**config.mk**
```make
export PLATFORM = sky130hd
export DESIGN_NAME = inst_mem_sync
export DESIGN_NICKNAME = d
export VERILOG_FILES = /design/src/rtl/inst_mem_sync.sv
export SDC_FILE = /design/constraint.sdc
export NUM_CORES = 1
export LEC_CHECK = 0
export ABC_AREA = 1
export BUFFER_PORTS_ARGS = -buffer_cell sky130_fd_sc_hd__buf_2
export CAP_MARGIN = 40
export CORE_MARGIN = 10
export CORE_UTILIZATION = 35
export CTS_BUF_LIST = sky130_fd_sc_hd__clkbuf_16
export DETAILED_ROUTE_END_ITERATION = 10
export HOLD_SLACK_MARGIN = 0.02
export PLACE_DENSITY = 0.52
export SYNTH_ARGS = -nofsm -noshare
export SYNTH_HDL_FRONTEND = slang
export SYNTH_SLANG_ARGS = --single-unit
export TNS_END_PERCENT = 1
```
**constraint.sdc**
```tcl
create_clock -name clk_i -period 4.1 [get_ports clk_i]
set_input_delay 0.205 -clock clk_i [delete_from_list [all_inputs] [get_ports clk_i]]
set_output_delay 0.205 -clock clk_i [all_outputs]
set_load 0.02 [all_outputs]
```
**src/rtl/inst_mem_sync.sv**
```systemverilog
// Synchronous instruction memory with a 1-cycle fetch request/response handshake.
// After reset, a clear sequence writes NOP (all zeros) to every word before
// fetches are served. A dedicated load port writes program words at run time.
module inst_mem_sync #(
  parameter int unsigned DATA_W = 32,
  parameter int unsigned DEPTH  = 32,
  parameter int unsigned PC_W   = 32
) (
  input  logic              clk_i,
  input  logic              rst_i,
  input  logic              fetch_req_i,
  input  logic [PC_W-1:0]   fetch_pc_i,
  output logic              fetch_ready_o,
  output logic              inst_valid_o,
  output logic [DATA_W-1:0] inst_o,
  output logic              inst_err_o,
  input  logic              inst_ready_i,
  input  logic              load_en_i,
  input  logic [$clog2(DEPTH)-1:0] load_addr_i,
  input  logic [DATA_W-1:0] load_data_i,
  output logic              busy_o
);

  localparam int unsigned AW = $clog2(DEPTH);

  typedef enum logic {StClear, StRun} state_e;

  state_e            state_q, state_d;
  logic [AW-1:0]     clr_cnt_q, clr_cnt_d;
  logic              inst_valid_q, inst_valid_d;
  logic [DATA_W-1:0] inst_q, inst_d;
  logic              inst_err_q, inst_err_d;

  logic [DATA_W-1:0] mem_q [DEPTH];

  logic              mem_we;
  logic [AW-1:0]     mem_waddr;
  logic [DATA_W-1:0] mem_wdata;

  logic              fetch_accept;
  logic              pc_legal;
  logic [AW-1:0]     word_idx;

  // High PC bits must be zero; they are never folded back into the array.
  assign pc_legal = (fetch_pc_i[1:0] == 2'b00) && ((fetch_pc_i >> (AW + 2)) == '0);
  assign word_idx = fetch_pc_i[AW+1:2];

  assign busy_o        = (state_q == StClear);
  assign fetch_ready_o = (state_q == StRun) && !load_en_i && (!inst_valid_q || inst_ready_i);
  assign fetch_accept  = fetch_req_i && fetch_ready_o;

  assign inst_valid_o = inst_valid_q;
  assign inst_o       = inst_q;
  assign inst_err_o   = inst_err_q;

  // Clear sequencer: walk every index once, then hand over to fetch service.
  always_comb begin
    state_d   = state_q;
    clr_cnt_d = clr_cnt_q;
    if (state_q == StClear) begin
      clr_cnt_d = clr_cnt_q + 1'b1;
      if (clr_cnt_q == AW'(DEPTH - 1)) begin
        state_d = StRun;
      end
    end
  end

  // Single write port: the clear sequence owns it while busy, loads otherwise.
  always_comb begin
    mem_we    = 1'b0;
    mem_waddr = load_addr_i;
    mem_wdata = load_data_i;
    if (state_q == StClear) begin
      mem_we    = 1'b1;
      mem_waddr = clr_cnt_q;
      mem_wdata = '0;
    end else begin
      mem_we = load_en_i;
    end
  end

  // Response register: capture on accept, drop once consumed, else hold.
  always_comb begin
    inst_valid_d = inst_valid_q;
    inst_d       = inst_q;
    inst_err_d   = inst_err_q;
    if (fetch_accept) begin
      inst_valid_d = 1'b1;
      inst_d       = pc_legal ? mem_q[word_idx] : '0;
      inst_err_d   = !pc_legal;
    end else if (inst_valid_q && inst_ready_i) begin
      inst_valid_d = 1'b0;
    end
  end

  // Control and response state with synchronous reset.
  always_ff @(posedge clk_i) begin
    if (rst_i) begin
      state_q      <= StClear;
      clr_cnt_q    <= '0;
      inst_valid_q <= 1'b0;
      inst_q       <= '0;
      inst_err_q   <= 1'b0;
    end else begin
      state_q      <= state_d;
      clr_cnt_q    <= clr_cnt_d;
      inst_valid_q <= inst_valid_d;
      inst_q       <= inst_d;
      inst_err_q   <= inst_err_d;
    end
  end

  // Storage is not reset; writes in the reset cycle are discarded.
  always_ff @(posedge clk_i) begin
    if (!rst_i && mem_we) begin
      mem_q[mem_waddr] <= mem_wdata;
    end
  end

endmodule

```
Yosys cells after proc, flatten, opt, wreduce, memory -nomap -nowiden --
Memories as Yosys holds them, arrays and structs flattened. Cells that the tools add are included.
Cells by class: eq/ne operators 1, reductions and logical operators 14, bitwise operators 1, multiplexer cells 10, $add $sub $neg 1
Operator list (number):
- 32-bit 2-to-1 mux | 2
- 32-bit zero test | 1
- 1-bit 2-to-1 mux | 7
- 1-bit logical AND | 6
- 5-bit by 1-bit adder with 5-bit output (second input constant) | 1
- 5-bit == test (second input constant) | 1
- 5-bit 2-to-1 mux | 1
- 1-bit zero test | 4
- 2-bit zero test | 1
- 2-bit nonzero test | 1
- 1-bit logical OR | 1
- 1-bit NOT | 1
Word-level totals: logic and storage cells 33, bits in registers 40, memory bits (writable) 1024, output and inout bits 36, input port bits 74, memories kept 1
Memory list:
- mem_q | words 32, bits a word 32, read ports 1, clocked after memory_dff 0, wr ports 1, RTL line 34 | logic [DATA_W-1:0] mem_q [DEPTH];

Logic depth before layout (Yosys ltp) --
depth in word-level cells 5, depth in mapped cells 12, gate-level depth less buffers 9

Least setup slack after synthesis --
OpenSTA, ideal clock, no wires.
path kind register to register, start point reg state_q, end point mem mem_q[0][0] (enable), buffers on the path 1, required time 3.679 ns, data arrival time 2.578 ns, library setup time 0.421 ns, cell stages (with the launch flop) 9, slack 1.101 ns, clock period less this slack 2.999 ns, cells stage by stage dfxtp_1 buf_4 inv_4 or2_2 o21ai_0 inv_1 nor2_1 nand2_1 nor2_1
On the way: longest elaborated chain between the ends 4, elaborated cells between the ends (all ways) 5, those cells by class 4 x mux; 1 x reduce/logical
RTL lines:
- start: declaration | RTL line 28 | state_e state_q, state_d;
- start signal: assignment | RTL line 99 | state_q <= StClear;
- start signal: assignment | RTL line 105 | state_q <= state_d;
- 1-bit 2-to-1 mux | RTL line 73 | if (state_q == StClear) begin
- 1-bit logical AND | RTL line 115 | if (!rst_i && mem_we) begin
- 1-bit 2-to-1 mux | RTL line 115
- 1-bit 2-to-1 mux (not written as such) | RTL line 116 | mem_q[mem_waddr] <= mem_wdata;
- end: declaration | RTL line 34
Parallel ways exist; a longest one is shown, timed or not.

Worst setup path after layout --
start point reg state_q, end point mem mem_q[15][29] (enable)
The elaborated chain is that of the path after synthesis.

==> flow_summary.toml <==
[place]
post-place-ws_ns = 0.722
dp.cells = 5269
dp_hpwl_um = 71100
place_congestion = 0.793
io_buffers = 109

[layout]
layout.cells.non_filler = 5488
regArea_um2 = 31600
diodes = 0
final_common_cell = "nand2_1"
drive_above_1_share_pct = 10.9
area_delta_synth_final_pct = 16.1
num-fill-cells = 11400
multiInputGateArea_um2 = 10100
final_nets = 3841
final_cell_mix = "nand2_1 (1244), edfxtp_1 (1024), nand3_1 (925)"

[synth]
synth-seq-cells = 1064
yosys_warnings = 0
synth_compound_area_share_pct = 0.553
ys_types = 25
synth_adder_area_share_pct = 0.0582
synth_xor_xnor_area_share_pct = 0
syn_area_um2 = 43000
synthMuxAreaShare_pct = 0
yosysTopAreaCellShare_pct = 71.6
syn_inst = 3647
synthSimpleGateAreaFrac_pct = 22.4
synth_fp_nets = 3723
yosysSeqAreaShare_pct = 73.4
yosys.area.top_type = "edfxtp_1"
synthTopCellsByArea = "edfxtp_1 (72%), nand2_1 (11%), nand3_1 (11%)"
syn_avg_cell_area_um2 = 11.8
synth_top_family_by_area = "simple AND/OR/NAND/NOR gates"

[clock_tree]
clkLatencyLatePin_ns = 0.69
cts.reportedPaths.clkPinSlew_ns = 0.06
cts.hold.buffers_added = 8
h-tree-depth = 3
cts_tree = "done"
cts_root_buf = "clkbuf_16"
cts_buffers = 111
cts_sinks = 1064
cts_resized = 0
postCtsSetupBuffers = 0
clockBufferDepth = 3

[detailed_routing]
dr.pass1.iters = 6
detail-route-antenna-nets = 0
wl_per_cell_um = 23.5
vias_per_cell = 5.17
drtIter0Drc = 2903
drc = 0
via_count = 28400
wl_um = 129000

[global_route]
grt_pass1_wl_um = 188000
overflow = 0
grt_max_degree = 150
antenna_found_initial = 1
grtUsageTotal_pct = 18.3
grt_pass1_vias = 27600

[sta]
fin_skew_ns = 0.0232
fmax_mhz = 291
timing.slew.headroom_pct = 39.2
rsz0062_at_grt = "false"
layout_setup_ws_ns = 0.668
fin_hold_ws_ns = 0.0700
fin_tns_setup_ns = 0
finalHoldViolCount = 0
period_needed_ns = 3.43
min_period_over_period_pct = 83.7
finalMaxSlewViolations = 0
worst_pin_slew_ns = 0.911
setup_violations = 0

[floorplanning]
core_um2 = 122000
die_h_um = 370
fp.dieW_um = 370
io_pins = 110
start_util_pct = 35.3
die-area_um2 = 137000
rows = 128

[setup_path]
end_kind = "flop"
slowest_delay_ns = 0.74
cp_data_arrival_time_ns = 3.80
crit_type = "flop to flop"
cp_slowest_cell = "nor2_4"
worst-path-max-fanout = 28
crit_chain = "inv_4 -> or2_2 -> o21ai_0 -> inv_1 -> nor2_1 -> nand2_1 -> nor2_4 -> buf_4"
crit_path_start_kind = "flop"
cp.required_ns = 4.47

[power]
powerDensity_nw_per_um2 = 454
p_leak_nw = 18.1
vdd_drop_max_mv = 0.333

[run_status]
status = "completed"

[min_path]
hold_path.class = "input pin to flop"

[job]
cap_violations = 0
[layer usage]
metal	part of all wire (%)	up-vias	GRT usage (%)
met2	47	966	29.2
met5	0	-	0
li1	-	13100	-
met1	44	14100	25.4
met3	6.5	212	3.02
met4	3.2	0	6.14
[where the power goes]
| group | total (mW) | switching [mW] | internal (mW) |
|---|---|---|---|
| registers | 11.8 | 0.0163 | 11.8 |
| logic | 1.18 | 0.842 | 0.339 |
| clock network | 9.68 | 4.23 | 5.45 |
[synth_stat cells]
cell type	number
nor2_8	1
edfxtp_1	1024
buf_2	107
o21a_1	2
dfxtp_1	40
nand2_4	1
nor2_1	59
nor3_1	4
clkbuf_1	46
o21ai_0	7
nand2_1	1244
buf_6	12
a21oi_1	36
o211ai_1	1
inv_4	2
inv_2	1
nand3_1	925
inv_1	59
nor3_4	1
buf_4	54
buf_1	14
nor4_1	1
or2_2	2
nand4_1	2
ha_1	2
[kinds of logic after synthesis]
logic type               count (synthesis)
AND/OR/NAND/NOR                       2240
flip-flops                            1064
adder cells (fa/ha/maj)                  2
buffers and inverters                  295
AO/OA/AOI/OAI                           46
[through the flow]
stage               total power [mW]  utilization (%)  area [um^2]
floorplan                       12.8                -        43000
global placement                13.2             37.4        45500
detailed placement              13.2             38.0        46300
CTS                             22.9             41.0        49900
global route                    23.4             41.0        49900
finish                          22.7             41.0        49900
[registers in the layout, summed over array words and instances (netlist names)]
name and cells:
clr_cnt_q 5, mem_q 1024, inst_valid_o 1, state_q 1, inst_o 32, inst_err_o 1
[critical path, delay by kind of cell (launching register included)]
family / cells / cell delay (ns)
AND/OR/NAND/NOR: 4 / 1.48
AO/OA/AOI/OAI: 1 / 0.30
buffers and inverters: 3 / 0.64
flip-flops: 1 / 0.68
[path summary, 6_finish.rpt]
check                               startpoint            end  slack [ns]  cells after the start
worst max-delay path                   state_q  mem_q[15][29]        0.67                      8
worst min-delay path            load_data_i[2]   mem_q[14][2]        0.07                      3
worst max register to register         state_q  mem_q[15][29]        0.67                      8
worst min register to register       inst_o[6]      inst_o[6]        0.46                      2
[final cells by class]
class / instances / area share, %
flip-flops and latches: 1064 / 63.2
multi-input cells: 2288 / 20.3
clock buffers: 112 / 5.62
repair buffers: 238 / 4.92
well taps: 1625 / 4.07
clock inverters: 99 / 1.37
inverters: 62 / 0.531
No activity file was read; power rests on OpenSTA's default activity.
